### src/rtl/alu_arb_pkg.sv
// Shared types and widths for the ALU arbiter slice.
// Optional zero flag output is enabled by ALU_ARB_ZERO_FLAG_EN.
package alu_arb_pkg;

  localparam int ALU_W  = 8;
  localparam int CTRL_W = 3;
  localparam int CNT_W  = 4;

  typedef enum logic [1:0] {
    IDLE = 2'd0,
    EXEC = 2'd1,
    RESP = 2'd2
  } arb_state_t;

endpackage

### src/rtl/alu_arbiter_if.sv
// Requester, ALU and response signals of alu_arbiter.
// rsp_zero_o exists only when ALU_ARB_ZERO_FLAG_EN is defined.
interface alu_arbiter_if
  import alu_arb_pkg::*;
#(
  parameter int NUM_REQ = 4,
  parameter int ID_W    = 2
);

  logic [NUM_REQ-1:0]        req_i;
  logic [NUM_REQ*CTRL_W-1:0] op_i;
  logic [NUM_REQ*ALU_W-1:0]  a_i;
  logic [NUM_REQ*ALU_W-1:0]  b_i;
  logic [NUM_REQ-1:0]        gnt_o;
  logic                      busy_o;

  logic [ALU_W-1:0]          alu_data0_o;
  logic [ALU_W-1:0]          alu_data1_o;
  logic [CTRL_W-1:0]         alu_ctrl_o;
  logic [ALU_W-1:0]          alu_result_i;

  logic                      rsp_valid_o;
  logic                      rsp_ready_i;
  logic [ID_W-1:0]           rsp_id_o;
  logic [ALU_W-1:0]          rsp_result_o;
`ifdef ALU_ARB_ZERO_FLAG_EN
  logic                      rsp_zero_o;
`endif

  modport master (
    input  req_i,
    input  op_i,
    input  a_i,
    input  b_i,
    input  alu_result_i,
    input  rsp_ready_i,
    output gnt_o,
    output busy_o,
    output alu_data0_o,
    output alu_data1_o,
    output alu_ctrl_o,
    output rsp_valid_o,
    output rsp_id_o,
    output rsp_result_o
`ifdef ALU_ARB_ZERO_FLAG_EN
    ,
    output rsp_zero_o
`endif
  );

  modport slave (
    output req_i,
    output op_i,
    output a_i,
    output b_i,
    output alu_result_i,
    output rsp_ready_i,
    input  gnt_o,
    input  busy_o,
    input  alu_data0_o,
    input  alu_data1_o,
    input  alu_ctrl_o,
    input  rsp_valid_o,
    input  rsp_id_o,
    input  rsp_result_o
`ifdef ALU_ARB_ZERO_FLAG_EN
    ,
    input  rsp_zero_o
`endif
  );

endinterface

### src/rtl/alu_arbiter_rr_pick.sv
// Combinational round-robin picker: first request above ptr, wrapping.
// Returns one-hot winner, its index and an any-request flag.
module rr_pick #(
  parameter int NUM_REQ = 4,
  parameter int ID_W    = 2
) (
  input  logic [NUM_REQ-1:0] req,
  input  logic [ID_W-1:0]    ptr,
  output logic [NUM_REQ-1:0] gnt,
  output logic [ID_W-1:0]    idx,
  output logic               any
);

  int               s;
  logic [ID_W-1:0]  k;

  always_comb begin
    gnt = '0;
    idx = '0;
    any = 1'b0;
    s   = 0;
    k   = '0;
    for (int i = 1; i <= NUM_REQ; i++) begin
      s = int'(ptr) + i;
      if (s >= NUM_REQ) s = s - NUM_REQ;
      k = ID_W'(s);
      if (!any && req[k]) begin
        any    = 1'b1;
        gnt[k] = 1'b1;
        idx    = k;
      end
    end
  end

endmodule

### src/rtl/alu_arbiter.sv
// Round-robin sharing of one ALU; one op in flight, tagged result out.
// Define ALU_ARB_ZERO_FLAG_EN to add the registered rsp_zero_o flag.
module alu_arbiter
  import alu_arb_pkg::*;
#(
  parameter int NUM_REQ = 4,
  parameter int ALU_LAT = 1,
  parameter int ID_W    = 2
) (
  input  logic          clk_i,
  input  logic          rst_i,
  alu_arbiter_if.master arb
);

  localparam logic [CNT_W-1:0] LAT_M1 = CNT_W'(ALU_LAT - 1);
  localparam logic [ID_W-1:0]  PTR_RST = ID_W'(NUM_REQ - 1);

  arb_state_t         state;
  logic [ID_W-1:0]    ptr;
  logic [CNT_W-1:0]   cnt;
  logic [ID_W-1:0]    id_q;
  logic [NUM_REQ-1:0] gnt_q;
  logic [CTRL_W-1:0]  op_q;
  logic [ALU_W-1:0]   a_q;
  logic [ALU_W-1:0]   b_q;
  logic               vld_q;
  logic [ID_W-1:0]    rid_q;
  logic [ALU_W-1:0]   res_q;
`ifdef ALU_ARB_ZERO_FLAG_EN
  logic               zero_q;
`endif

  logic [NUM_REQ-1:0] pick_gnt;
  logic [ID_W-1:0]    pick_idx;
  logic               pick_any;

  logic [CTRL_W-1:0]  win_op;
  logic [ALU_W-1:0]   win_a;
  logic [ALU_W-1:0]   win_b;

  rr_pick #(
    .NUM_REQ (NUM_REQ),
    .ID_W    (ID_W)
  ) u_pick (
    .req (arb.req_i),
    .ptr (ptr),
    .gnt (pick_gnt),
    .idx (pick_idx),
    .any (pick_any)
  );

  // One-hot AND-OR select of the winner's operands
  always_comb begin
    win_op = '0;
    win_a  = '0;
    win_b  = '0;
    for (int k = 0; k < NUM_REQ; k++) begin
      if (pick_gnt[k]) begin
        win_op = arb.op_i[k*CTRL_W +: CTRL_W];
        win_a  = arb.a_i[k*ALU_W +: ALU_W];
        win_b  = arb.b_i[k*ALU_W +: ALU_W];
      end
    end
  end

  always_ff @(posedge clk_i) begin
    if (rst_i) begin
      state  <= IDLE;
      ptr    <= PTR_RST;
      cnt    <= '0;
      id_q   <= '0;
      gnt_q  <= '0;
      op_q   <= '0;
      a_q    <= '0;
      b_q    <= '0;
      vld_q  <= 1'b0;
      rid_q  <= '0;
      res_q  <= '0;
`ifdef ALU_ARB_ZERO_FLAG_EN
      zero_q <= 1'b0;
`endif
    end else begin
      gnt_q <= '0;
      unique case (state)
        IDLE: begin
          if (pick_any) begin
            gnt_q <= pick_gnt;
            op_q  <= win_op;
            a_q   <= win_a;
            b_q   <= win_b;
            id_q  <= pick_idx;
            ptr   <= pick_idx;
            cnt   <= LAT_M1;
            state <= EXEC;
          end
        end
        EXEC: begin
          if (cnt == '0) begin
            res_q  <= arb.alu_result_i;
            rid_q  <= id_q;
            vld_q  <= 1'b1;
`ifdef ALU_ARB_ZERO_FLAG_EN
            zero_q <= (arb.alu_result_i == '0);
`endif
            state  <= RESP;
          end else begin
            cnt <= cnt - 1'b1;
          end
        end
        RESP: begin
          if (vld_q && arb.rsp_ready_i) begin
            vld_q <= 1'b0;
            state <= IDLE;
          end
        end
        default: state <= IDLE;
      endcase
    end
  end

  assign arb.gnt_o        = gnt_q;
  assign arb.busy_o       = (state != IDLE);
  assign arb.alu_data0_o  = a_q;
  assign arb.alu_data1_o  = b_q;
  assign arb.alu_ctrl_o   = op_q;
  assign arb.rsp_valid_o  = vld_q;
  assign arb.rsp_id_o     = rid_q;
  assign arb.rsp_result_o = res_q;
`ifdef ALU_ARB_ZERO_FLAG_EN
  assign arb.rsp_zero_o   = zero_q;
`endif

endmodule

### src/flat_wrapper.sv
// flat-port wrapper written by rule: the top's interface ports become plain ports
module alu_arbiter_flat import alu_arb_pkg::*;
#(
  parameter int NUM_REQ = 4,
  parameter int ALU_LAT = 1,
  parameter int ID_W    = 2
)
  (clk_i, rst_i, arb_req_i, arb_op_i, arb_a_i, arb_b_i, arb_alu_result_i, arb_rsp_ready_i, arb_gnt_o, arb_busy_o, arb_alu_data0_o, arb_alu_data1_o, arb_alu_ctrl_o, arb_rsp_valid_o, arb_rsp_id_o, arb_rsp_result_o);
  alu_arbiter_if #(.NUM_REQ(NUM_REQ), .ID_W(ID_W)) arb_i ();
  input  logic clk_i;
  input  logic rst_i;
  input wire logic [$bits(arb_i.req_i)-1:0] arb_req_i;
  input wire logic [$bits(arb_i.op_i)-1:0] arb_op_i;
  input wire logic [$bits(arb_i.a_i)-1:0] arb_a_i;
  input wire logic [$bits(arb_i.b_i)-1:0] arb_b_i;
  input wire logic [$bits(arb_i.alu_result_i)-1:0] arb_alu_result_i;
  input wire logic [$bits(arb_i.rsp_ready_i)-1:0] arb_rsp_ready_i;
  output wire logic [$bits(arb_i.gnt_o)-1:0] arb_gnt_o;
  output wire logic [$bits(arb_i.busy_o)-1:0] arb_busy_o;
  output wire logic [$bits(arb_i.alu_data0_o)-1:0] arb_alu_data0_o;
  output wire logic [$bits(arb_i.alu_data1_o)-1:0] arb_alu_data1_o;
  output wire logic [$bits(arb_i.alu_ctrl_o)-1:0] arb_alu_ctrl_o;
  output wire logic [$bits(arb_i.rsp_valid_o)-1:0] arb_rsp_valid_o;
  output wire logic [$bits(arb_i.rsp_id_o)-1:0] arb_rsp_id_o;
  output wire logic [$bits(arb_i.rsp_result_o)-1:0] arb_rsp_result_o;
  assign arb_i.req_i = arb_req_i;
  assign arb_i.op_i = arb_op_i;
  assign arb_i.a_i = arb_a_i;
  assign arb_i.b_i = arb_b_i;
  assign arb_i.alu_result_i = arb_alu_result_i;
  assign arb_i.rsp_ready_i = arb_rsp_ready_i;
  assign arb_gnt_o = arb_i.gnt_o;
  assign arb_busy_o = arb_i.busy_o;
  assign arb_alu_data0_o = arb_i.alu_data0_o;
  assign arb_alu_data1_o = arb_i.alu_data1_o;
  assign arb_alu_ctrl_o = arb_i.alu_ctrl_o;
  assign arb_rsp_valid_o = arb_i.rsp_valid_o;
  assign arb_rsp_id_o = arb_i.rsp_id_o;
  assign arb_rsp_result_o = arb_i.rsp_result_o;
  alu_arbiter #(.NUM_REQ(NUM_REQ), .ALU_LAT(ALU_LAT), .ID_W(ID_W)) u_core (.clk_i(clk_i), .rst_i(rst_i), .arb(arb_i));
endmodule
### config.mk
export PLATFORM = sky130hd
export DESIGN_NAME = alu_arbiter_flat
export DESIGN_NICKNAME = d
export VERILOG_FILES = /design/src/rtl/alu_arb_pkg.sv /design/src/rtl/alu_arbiter_if.sv /design/src/rtl/alu_arbiter_rr_pick.sv /design/src/rtl/alu_arbiter.sv /design/src/flat_wrapper.sv
export SDC_FILE = /design/constraint.sdc
export NUM_CORES = 1
export LEC_CHECK = 0
export BUFFER_PORTS_ARGS = -buffer_cell sky130_fd_sc_hd__buf_2
export CAP_MARGIN = 20
export CORE_MARGIN = 3
export CORE_UTILIZATION = 45
export CTS_CLUSTER_DIAMETER = 30
export DETAILED_ROUTE_END_ITERATION = 7
export GPL_ROUTABILITY_DRIVEN = 0
export GPL_TIMING_DRIVEN = 0
export MAX_ROUTING_LAYER = met4
export PLACE_DENSITY = 0.78
export SETUP_SLACK_MARGIN = 0.15
export SLEW_MARGIN = 30
export SYNTH_ARGS = -nofsm -noshare
export SYNTH_HDL_FRONTEND = slang
export SYNTH_SLANG_ARGS = --single-unit
### constraint.sdc
create_clock -name clk_i -period 3.1 [get_ports clk_i]
set_input_delay 0.62 -clock clk_i [delete_from_list [all_inputs] [get_ports clk_i]]
set_output_delay 0.62 -clock clk_i [all_outputs]
set_load 0.02 [all_outputs]
* Word level (Yosys, flattened, before mapping)
Index checks and enable logic that the tools add are counted.
Word-level totals: register bits 44, bits in latches 0, RAM bits 0, bits in read-only memories 0, bits of input ports 91, output and inout port bits 35, word-level logic and storage cells 119, memories 0
Operators by class: $add $sub $neg 9, multiply operators 0, div/mod/pow operators 0, order comparisons 12, equality and inequality tests 6, shift-type cells 0, multiplexer cells 54, bitwise gates (word level) 5, reduce and logical (&&, ||, !) cells 22
Operator list (number):
- 8-bit 2-to-1 mux | 8
- 4-bit 2-to-1 mux | 6
- 2-bit 2-to-1 mux | 11
- 1-bit 2-to-1 mux | 14
- 2-bit by 3-bit < comparator with 1-bit output (second input constant) | 4
- 3-bit 2-to-1 mux | 4
- 4-bit OR | 3
- 3-bit >= comparator (second input constant) | 3
- 3-bit AND reduction | 3
- 1-bit binary-select mux with 2-bit select | 4
- 1-bit demux with 2-bit select | 4
- 2-bit by 1-bit >= comparator with 1-bit output (second input constant) | 4
- 1-bit logical AND | 8
- 4-bit one-hot mux with 2 select lines | 1
- 2-bit by 1-bit subtractor with 2-bit output (second input constant) | 4
- 2-bit by 2-bit adder with 3-bit output (second input constant) | 2
- 2-bit by 1-bit inequality test with 1-bit output (second input constant) | 3
- 2-bit one-hot mux with 3 select lines | 1
- 2-bit nonzero test | 3
- 2-bit by 3-bit adder with 4-bit output (second input constant) | 1
- 4-bit by 3-bit >= comparator with 1-bit output (second input constant) | 1
- 4-bit logical NOT | 1
- 2-bit AND reduction | 2
- 4-bit by 1-bit subtractor with 4-bit output (second input constant) | 1
- 9 further kinds | 12

* Depth between registers and ports, before layout
Gate-level depths: netlist of the first run.
word-level depth 19, mapped depth 13

* By module
Synthesis of the first run repeated with hierarchy kept, for this count alone.
Unflattened totals: cell total of the unflattened synthesis 317, area total of the unflattened synthesis 2821.5 um^2
Modules (own cells, without submodules):
- alu_arbiter | instances 1, cells an instance 249, area an instance 2296.0 um^2, sequential area each 880.8 um^2
- rr_pick | instances 1, cells an instance 68, area an instance 525.5 um^2, sequential area each 0.0 um^2

* Least setup slack after synthesis of the first run
OpenSTA, ideal clock, no wires.
kind register -> register, from register u_core.ptr[0], to register u_core.b_q[5], in the netlist u_core.arb.alu_data1_o[5], setup time 0.125 ns, data arrival time 2.893 ns, slack 0.082 ns, cell stages (with the launch flop) 12, clock period less this slack 3.018 ns, cells stage by stage dfxtp_1 buf_6 buf_2 inv_1 ha_1 clkbuf_1 mux4_2 and2_1 or3_1 buf_2 a221oi_1 a21oi_2
Between the ends: word-level cells in the longest chain between the ends 19, elaborated cells between the ends (all ways) 66, those cells by class add/sub: 8; order compare: 12; mux: 32; bitwise: 3; reduce/logical: 11
RTL lines:
- start: declaration | line alu_arbiter.sv:19 | logic [ID_W-1:0] ptr;
- start signal: assignment | line alu_arbiter.sv:92 | ptr <= pick_idx;
- branches (longest 19 deep; another with 2-bit by 1-bit adder with 3-bit output)
- end signal: assignment | line alu_arbiter.sv:90 | b_q <= win_b;
- end: declaration | line alu_arbiter.sv:25 | logic [ALU_W-1:0] b_q;
Several ways; the timed one is not identified. The select of a mux whose other input is x is not followed. A chain may end at the register's enable or synchronous reset.

* Worst setup path in the final report of the first run
from register u_core.ptr[0], to register u_core.op_q[0], in the netlist u_core.arb.alu_ctrl_o[0]
Between the ends: word-level cells in the longest chain between the ends 19, elaborated cells between the ends (all ways) 66, those cells by class add/sub: 8; order compare: 12; mux: 32; bitwise: 3; reduce/logical: 11
RTL lines:
- branches (longest 19 deep; another with 2-bit by 1-bit adder with 3-bit output)
- end signal: assignment | line alu_arbiter.sv:88 | op_q <= win_op;
- end: declaration | line alu_arbiter.sv:23 | logic [CTRL_W-1:0] op_q;
Several ways; the timed one is not identified. The select of a mux whose other input is x is not followed.

==> out/results.tsv, run 1 <==
metric	value	unit
synth-edff-count	0	
internal_power	2.38	mW
p_comb_frac	0.703	
relSlewSlack	0.522	
worstPathRequired	3280	ps
reg2reg_slack	220	ps
synth_cells	412	
final_nets	651	
cts_buffers	5	
timing.setup.tns	0	ps
fmax	0.348	GHz
p_per_area	1100	mW/mm2
synth_common_cells	nor2_1, dfxtp_1, a21oi_1	
drv_slew	0	
synthTopCellsByArea	dfxtp_1, nor2_1, a21oi_1	
run_status	completed	
fin_total_pwr	4.64	mW
hold_ws	457	ps
die_h	90.3	um
clk_latency	300	ps
path_clk_slew	90	ps
switching_power	2.26	mW
ys_types	51	
first_pass_iters	5	
grt_max_degree	16	
track_usage	0.242	
worstPathArrival	3060	ps
dp_slack	-249	ps
dpl.cell_count	632	
finalCritPeriodShare	0.928	
ioPinCount	126	
ys.flop_type	dfxtp_1	
r2r-end	u_core.arb.alu_ctrl_o[0]	
async_flop_share	0	
syn-num-nets	516	
yosysTopAreaCell	dfxtp_1	
rr_worst_depth	12	
drive_gt1_frac	0.352	
cp-endpoint	u_core.arb.alu_ctrl_o[0]	
clockPowerShare	0.099	
reg2reg_from	u_core.ptr[0]	
setup_ws	224	ps
cts_max_path_buffers	2	
postPlaceCellArea	0.00394	mm2
portBuffers	124	
critPathLaunchType	flop	
cap_violations	0	
critical_path_class	flop to flop	
synth_seq_area_share	0.276	
drt-initial-drc-count	331	
swShare	0.487	
cts.sinks	44	
die_area	0.00815	mm2
skew	3.57	ps
drt_wl_total	10.2	mm
syn_area	0.00320	mm2
drcViolationCount	0	
grt_first_pass_wirelength	16.3	mm
antenna_left	0	
synthToLayoutAreaGrowth	32.0	%
final_util	0.618	
worst_slew_pin_slew	717	ps
fillers	648	
ctsHoldBuffers	0	
avgSynthCellArea	7.76	um2
p_leak	1.91	nW
vdd_drop_max	476	uV
end_kind	flop	
antenna_found_initial	0	
rows	30	
overflow	0	
yosys_warnings	0	
hp-class	flop to flop	
path_max_fanout	11	
layoutNonFillerInstCount	644	
avgRoutedWirePerCell	15.9	um
core_area	0.00683	mm2
dp_hpwl	7.54	mm
die_w	90.3	um
yosys_register_bits	44	
cts_tree	built	
cts_root_buf	clkbuf_8	
netlist.area_leader.share	0.276	
rsz0062_at_grt	true	
sequentialPowerShare	0.198	
hold_violations	0	
setup_viol	0	
final_cell_area	0.00422	mm2
yosysMostFrequentCell	nor2_1	
cp-startpoint	u_core.ptr[0]	
via_per_inst	5.71	
routed-via-count	3679	
grt_pass1_vias	3525	
period_minus_slack	2880	ps
cts_max_level	2	
initial_utilization	0.468	
num_antenna_cells	0	
min_path_cells	2	
[layout by cell type, fill, tap and decap left out, types with 2 or more instances in the layout]
cell type / count
o31ai_2: 8
o21a_1: 19
buf_2: 128
and2_1: 2
buf_4: 9
o31ai_4: 3
clkbuf_8: 6
ha_1: 13
a211oi_1: 2
a31oi_1: 2
a221oi_2: 12
nor3b_1: 7
nand3b_1: 4
inv_1: 27
nand2_1: 36
a21oi_2: 2
a21boi_1: 2
o211ai_2: 3
nor2_1: 56
o31ai_1: 9
a21oi_1: 40
clkinv_4: 2
nor4_1: 2
nor3_1: 4
o211ai_1: 18
buf_6: 6
clkbuf_2: 4
mux2i_1: 2
mux4_2: 3
clkbuf_1: 16
o21ai_0: 22
dfxtp_1: 42
a221oi_1: 10
[worst max-delay path, cell delays in order, from the launching register on]
cell and delay [ps]:
dfxtp_4 390, buf_6 150, buf_6 140, inv_2 70, ha_1 280, clkbuf_8 170
mux2i_1 240, nor3b_1 70, o311a_1 330, or3_4 390, buf_6 150, o211ai_1 250
a21oi_1 110
[sequential cells by signal, summed over array words and instances, names as in the netlist]
name                     flops
u_core.arb.rsp_result_o      8
u_core.arb.rsp_id_o          2
u_core.id_q                  2
u_core.arb.alu_ctrl_o        3
u_core.arb.gnt_o             4
u_core.state                 2
u_core.cnt                   4
u_core.ptr                   2
u_core.arb.rsp_valid_o       1
u_core.arb.alu_data1_o       8
u_core.arb.alu_data0_o       8
[worst min-delay path by stage]
stage,slack [ps],endpoint,from
final,460,u_core.arb.rsp_result_o[3],u_core.arb.rsp_result_o[3]
after global routing,480,u_core.arb.rsp_result_o[6],u_core.arb.rsp_result_o[6]
after CTS,460,u_core.arb.rsp_result_o[6],u_core.arb.rsp_result_o[6]
after detailed placement,440,u_core.arb.rsp_result_o[6],u_core.arb.rsp_result_o[6]
after global placement,440,u_core.arb.rsp_result_o[6],u_core.arb.rsp_result_o[6]
after floorplan,430,u_core.arb.rsp_id_o[1],u_core.id_q[1]
[power by group through the flow]
stage               clock, mW  combinational (mW)  sequential, mW
finish                  0.461                3.26           0.919
global route            0.489                3.55           0.944
CTS                     0.465                3.09           0.912
detailed placement          0                2.97           0.916
global placement            0                2.89           0.909
floorplan                   0                2.11            1.05
[final cells by class]
| cell class | instances | area (um2) | share of cell area |
|---|---|---|---|
| Timing Repair Buffer | 127 | 643 | 0.152 |
| Sequential cell | 44 | 886 | 0.210 |
| Buffer | 39 | 250 | 0.0593 |
| Multi-Input combinational cell | 302 | 2100 | 0.497 |
| Clock inverter | 3 | 47.5 | 0.0113 |
| Inverter | 28 | 105 | 0.0249 |
| Tap cell | 96 | 120 | 0.0285 |
| Clock buffer | 5 | 68.8 | 0.0163 |
[repair_timing]
action,4_1_cts,5_1_grt
gates resized for setup,16,23
endpoints found under the setup margin,22,19
buffers inserted,1,2
pin swaps,1,1
gates cloned,1,0
[per-layer routing]
layer | GRT usage | part of all wire | wire length [um]
met5 | - | 0 | 0
met4 | 0.0727 | 0.020 | 201
met3 | 0.0308 | 0.071 | 725
met2 | 0.408 | 0.49 | 5020
met1 | 0.305 | 0.42 | 4300
[kinds of logic after synthesis]
group / Yosys count / share of synthesized area
compound gates: 162 / 0.375
fa+ha+maj: 13 / 0.0509
buf+inv: 67 / 0.0991
flops: 44 / 0.276
mux: 5 / 0.0286
simple gates: 121 / 0.170
Power figures use the tool's default switching activity.
==> run 2, diff against run 1 <==
--- a/config.mk
+++ b/config.mk
@@ -8,13 +8,13 @@
 export BUFFER_PORTS_ARGS = -buffer_cell sky130_fd_sc_hd__buf_2
 export CAP_MARGIN = 20
 export CORE_MARGIN = 3
-export CORE_UTILIZATION = 45
+export CORE_UTILIZATION = 32
 export CTS_CLUSTER_DIAMETER = 30
 export DETAILED_ROUTE_END_ITERATION = 7
 export GPL_ROUTABILITY_DRIVEN = 0
 export GPL_TIMING_DRIVEN = 0
+export HOLD_SLACK_MARGIN = 0.02
 export MAX_ROUTING_LAYER = met4
-export PLACE_DENSITY = 0.78
 export SETUP_SLACK_MARGIN = 0.15
 export SLEW_MARGIN = 30
 export SYNTH_ARGS = -nofsm -noshare
==> run 2 against run 1 <==
Compared with the run above:
- cell count rose by 4.8%
- register-to-register slack improved by 70 ps
- sequential cell count did not move
- clock skew rose by 4.1 ps
- total power fell by 0.66%
- first-iteration DRC count fell by 46%
- hold slack got worse by 2.3 ps
- count of clock-buffer cells in the layout did not move
- setup slack improved by 66 ps
- utilization fell by 17 points
- critical endpoint is now u_core.arb.alu_ctrl_o[1]
- highest routed layer unchanged
==> out/results.tsv, run 2 (synthesis gave the netlist of run 1 again) <==
metric	value	unit
run_status	completed	
initial_utilization	0.338	
grt_util_met2	0.297	
layout_common_cells	buf_2, nor2_1, dfxtp_1	
end_kind	flop	
setup_viol	0	
timing.setup.tns	0	ps
dp_hpwl	7.72	mm
die_h	106	um
drcViolationCount	0	
path_clk_slew	100	ps
layout_commonest_cell	buf_2	
worstPathArrival	3000	ps
cts_tree	built	
met3_usage	0.0267	
cts_max_path_buffers	2	
drt_wl_total	10.2	mm
period_minus_slack	2810	ps
drt-initial-drc-count	180	
finalCritPeriodShare	0.906	
ctsHoldBuffers	0	
cts_root_buf	clkbuf_8	
cts.sinks	44	
rsz0062_at_grt	false	
hold_ws	455	ps
relSlewSlack	0.552	
vdd_drop_max	466	uV
grt_pass1_vias	3390	
top_usage_layer	met2	
p_per_area	1090	mW/mm2
die_area	0.0112	mm2
clk_latency	300	ps
portBuffers	124	
critPathLaunchType	flop	
avgRoutedWirePerCell	15.2	um
multi_input_area	0.00208	mm2
worst_slew_pin_slew	672	ps
via_per_inst	5.16	
fin_total_pwr	4.61	mW
routed-via-count	3486	
rows	35	
cts_max_level	2	
fmax	0.356	GHz
track_usage	0.181	
num_antenna_cells	0	
drv_slew	0	
drive_gt1_frac	0.355	
grt_max_degree	16	
ioPinCount	126	
antenna_found_initial	0	
final_nets	649	
worstPathRequired	3290	ps
cap_violations	0	
final_cell_area	0.00424	mm2
cts_buffers	5	
regArea	886	um2
p_leak	1.89	nW
antenna_left	0	
overflow	0	
skew	7.68	ps
postPlaceCellArea	0.00398	mm2
core_area	0.00946	mm2
first_pass_iters	4	
grt_first_pass_wirelength	16.2	mm
hp-class	flop to flop	
hold_violations	0	
fillers	1004	
grtUsageMet1	0.229	
path_max_fanout	10	
die_w	106	um
synthToLayoutAreaGrowth	32.8	%
critical_path_class	flop to flop	
## run 2: changes by cell type in the layout (fill, tap and decap cells not counted), sizes merged
cell / delta
buf: -1
inv: +1
clkinv: -2
mux4: -1
clkinvlp: +1
## run 2: final cells by class
class                      instances  share of cell area
inverter                          28              0.0248
multi-input combinational        301               0.491
timing repair buffer             126               0.150
clock inverter                     3              0.0109
buffer                            39              0.0602
clock buffer                       5              0.0162
tap                              129              0.0380
sequential                        44               0.209
## run 2: critical path, cell delays in order, from the launching register on
cell and delay (ps):
dfxtp_4 390, buf_6 140, buf_6 140, inv_2 70, ha_1 300, buf_6 150
mux4_2 370, and2_4 210, or3_1 410, buf_6 180, a221oi_1 220, a21oi_1 110
## run 2: what timing repair did
action	CTS	global route
gates resized for setup	15	28
pin swaps	1	1
setup buffers	1	1
endpoints found under the setup margin	22	20
## run 2: metrics by stage
stage                     setup slack, ps  utilization  cells
after floorplan                       223            -    412
after global placement               -267        0.421    665
after detailed placement             -248        0.421    665
after CTS                             127        0.438    674
after global routing                  165        0.449    675
final                                 291        0.449    675
## run 2: path summary, 6_finish.rpt
| path | slack [ps] | cells after the start | start | to |
|---|---|---|---|---|
| max reg2reg | 290 | 11 | u_core.ptr[0] | u_core.arb.alu_ctrl_o[1] |
| min | 450 | 2 | u_core.arb.rsp_id_o[0] | u_core.arb.rsp_id_o[0] |
| min reg2reg | 450 | 2 | u_core.arb.rsp_id_o[0] | u_core.arb.rsp_id_o[0] |
| max | 290 | 11 | u_core.ptr[0] | u_core.arb.alu_ctrl_o[1] |
## run 2: metal layers
metal | up-vias | routed length [um]
met1 | 1602 | 4570
met2 | 117 | 4890
met3 | 10 | 608
met5 | - | 0
met4 | 0 | 159
li1 | 1757 | -
## run 2: power breakdown
part	total, mW	internal, mW	switching (mW)
sequential	0.919	0.769	0.150
combinational	3.22	1.36	1.86
clock	0.469	0.243	0.226
total	4.61	2.37	2.23
==> run 3, diff against run 2 <==
--- a/config.mk
+++ b/config.mk
@@ -5,10 +5,12 @@
 export SDC_FILE = /design/constraint.sdc
 export NUM_CORES = 1
 export LEC_CHECK = 0
+export ABC_AREA = 1
 export BUFFER_PORTS_ARGS = -buffer_cell sky130_fd_sc_hd__buf_2
 export CAP_MARGIN = 20
 export CORE_MARGIN = 3
 export CORE_UTILIZATION = 32
+export CTS_BUF_LIST = sky130_fd_sc_hd__clkbuf_4 sky130_fd_sc_hd__clkbuf_8
 export CTS_CLUSTER_DIAMETER = 30
 export DETAILED_ROUTE_END_ITERATION = 7
 export GPL_ROUTABILITY_DRIVEN = 0
==> run 3 against run 2 <==
Compared with the run above:
- critical endpoint is now u_core.arb.alu_data0_o[4]
- cell count is 4.4% higher
- synthesized cell count is 13% higher
- largest power group unchanged
- combinational power is 8.4% higher
- first-iteration DRC count is 24% lower
- die area is 6.3% lower
- total power is 4.6% higher
- clock skew is 4.9 ps higher
- synthesized area is 6.7% lower
==> out/results.tsv, run 3 <==
metric	value	unit
worstHoldStart	u_core.arb.rsp_result_o[4]	
track_usage	0.168	
async_flop_share	0	
avgSynthCellArea	6.41	um2
synth_common_cells	nand2_1, a21oi_1, inv_1	
dp_slack	463	ps
r2r-end	u_core.arb.alu_data0_o[4]	
antenna_left	0	
rsz0062_at_grt	false	
die_w	103	um
cts_max_path_buffers	2	
syn_area	0.00298	mm2
final_cell_area	0.00385	mm2
run_status	completed	
yosysTopAreaCell	dfxtp_1	
cts_root_buf	clkbuf_8	
cts_buffers	5	
yosysMostFrequentCell	nand2_1	
synth-edff-count	0	
avgRoutedWirePerCell	12.5	um
routed-via-count	3308	
final_util	0.433	
die_area	0.0105	mm2
vdd_drop_max	529	uV
drcViolationCount	0	
path_clk_slew	90	ps
cts_max_level	2	
path_max_fanout	10	
finalCritPeriodShare	0.849	
met1Wirelength	3.91	mm
core_area	0.00889	mm2
yosys_warnings	0	
ys_types	32	
cts.sinks	44	
grt_first_pass_wirelength	13.7	mm
synthToLayoutAreaGrowth	29.2	%
rr_worst_depth	13	
reg2reg_from	u_core.ptr[1]	
min_path_cells	2	
critPathLaunchType	flop	
skew	12.6	ps
critical_path_class	flop to flop	
wl_met2	4.22	mm
clk_latency	300	ps
relSlewSlack	0.554	
cap_violations	0	
drt_wl_total	8.78	mm
die_h	103	um
fmax	0.380	GHz
ys.flop_type	dfxtp_1	
ioPinCount	126	
period_minus_slack	2630	ps
dp_hpwl	7.08	mm
end_kind	flop	
yosys_register_bits	44	
portBuffers	124	
netlist.area_leader.share	0.295	
cts_resized	0	
synth_seq_area_share	0.295	
initial_utilization	0.335	
worst_slew_pin_slew	669	ps
top_layer	met4	
layout_commonest_cell	nand2_1	
postPlaceCellArea	0.00374	mm2
dpl.cell_count	697	
layoutNonFillerInstCount	705	
antenna_found_initial	0	
timing.setup.tns	0	ps
hp-class	flop to flop	
grt_pass1_vias	2983	
overflow	0	
p_per_area	1250	mW/mm2
synthTopCellsByArea	dfxtp_1, nand2_1, a21oi_1	
met3_length	535	um
num_antenna_cells	0	
cts_tree	built	
via_per_inst	4.69	
layout_common_cells	nand2_1, buf_2, a21oi_1	
synth_cells	465	
rows	34	
reg2reg_slack	470	ps
min_to	u_core.arb.rsp_result_o[4]	
drive_gt1_frac	0.310	
setup_viol	0	
drt-initial-drc-count	137	
setup_ws	467	ps
postCtsSetupBuffers	0	
hold_violations	0	
drv_slew	0	
grt_max_degree	16	
first_pass_iters	4	
p_leak	2.15	nW
worstPathRequired	3270	ps
syn-num-nets	569	
final_nets	700	
worstPathArrival	2800	ps
ctsHoldBuffers	0	
-- run 3: layout make-up --
class	count	area, um2
Fill cell	947	5040
Multi-Input combinational cell	321	1660
Sequential cell	44	881
Timing Repair Buffer	124	621
Inverter	76	293
Buffer	24	144
Tap cell	108	135
Clock buffer	5	68.8
Clock inverter	3	46.3
-- run 3: worst max-delay path by stage --
stage | cells past startpoint | endpoint | slack [ps] | startpoint
after floorplan | 14 | u_core.arb.alu_ctrl_o[2] | 940 | u_core.ptr[0]
after detailed placement | 13 | u_core.arb.alu_data0_o[4] | 460 | u_core.ptr[1]
after CTS | 13 | u_core.arb.alu_data0_o[4] | 420 | u_core.ptr[1]
final | 13 | u_core.arb.alu_data0_o[4] | 470 | u_core.ptr[1]
after global routing | 13 | u_core.arb.alu_data0_o[4] | 180 | u_core.ptr[1]
after global placement | 13 | u_core.arb.alu_data0_o[4] | 500 | u_core.ptr[1]
-- run 3: critical path, cell delays in order, from the launching register on --
cell and delay [ps]:
dfxtp_1 500, inv_1 230, ha_1 380, inv_1 90, nand3_1 80, nand2_1 80
nor3_1 260, nand2_1 80, nand3_1 150, buf_2 230, buf_6 170, a21oi_1 70
nand2_1 130, a21oi_2 60
-- run 3: layer usage --
layer | global-route usage | vias to the layer above
met5 | - | -
met4 | 0.0434 | 0
met3 | 0.0271 | 10
met2 | 0.276 | 120
met1 | 0.216 | 1461
li1 | - | 1717
-- run 3: cells by family after synthesis --
family | Yosys count | share of synthesized area
flip-flops | 44 | 0.295
AND/OR/NAND/NOR | 186 | 0.261
XOR/XNOR | 1 | 0.00294
AO/OA/AOI/OAI | 121 | 0.239
adder cells (fa/ha/maj) | 13 | 0.0546
buffers and inverters | 100 | 0.146
-- run 3: power by group --
part | leakage [nW] | internal (mW) | switching, mW | total [mW]
registers | 0.362 | 0.772 | 0.109 | 0.881
clock network | 0.0548 | 0.243 | 0.211 | 0.453
logic | 1.73 | 1.24 | 2.24 | 3.49
-- run 3: metrics by stage --
step / hold WS (ps) / power [mW]
floorplan: 441 / 3.53
global placement: 429 / 4.32
detailed placement: 435 / 4.37
CTS: 448 / 4.83
global route: 467 / 5.35
finish: 444 / 4.82
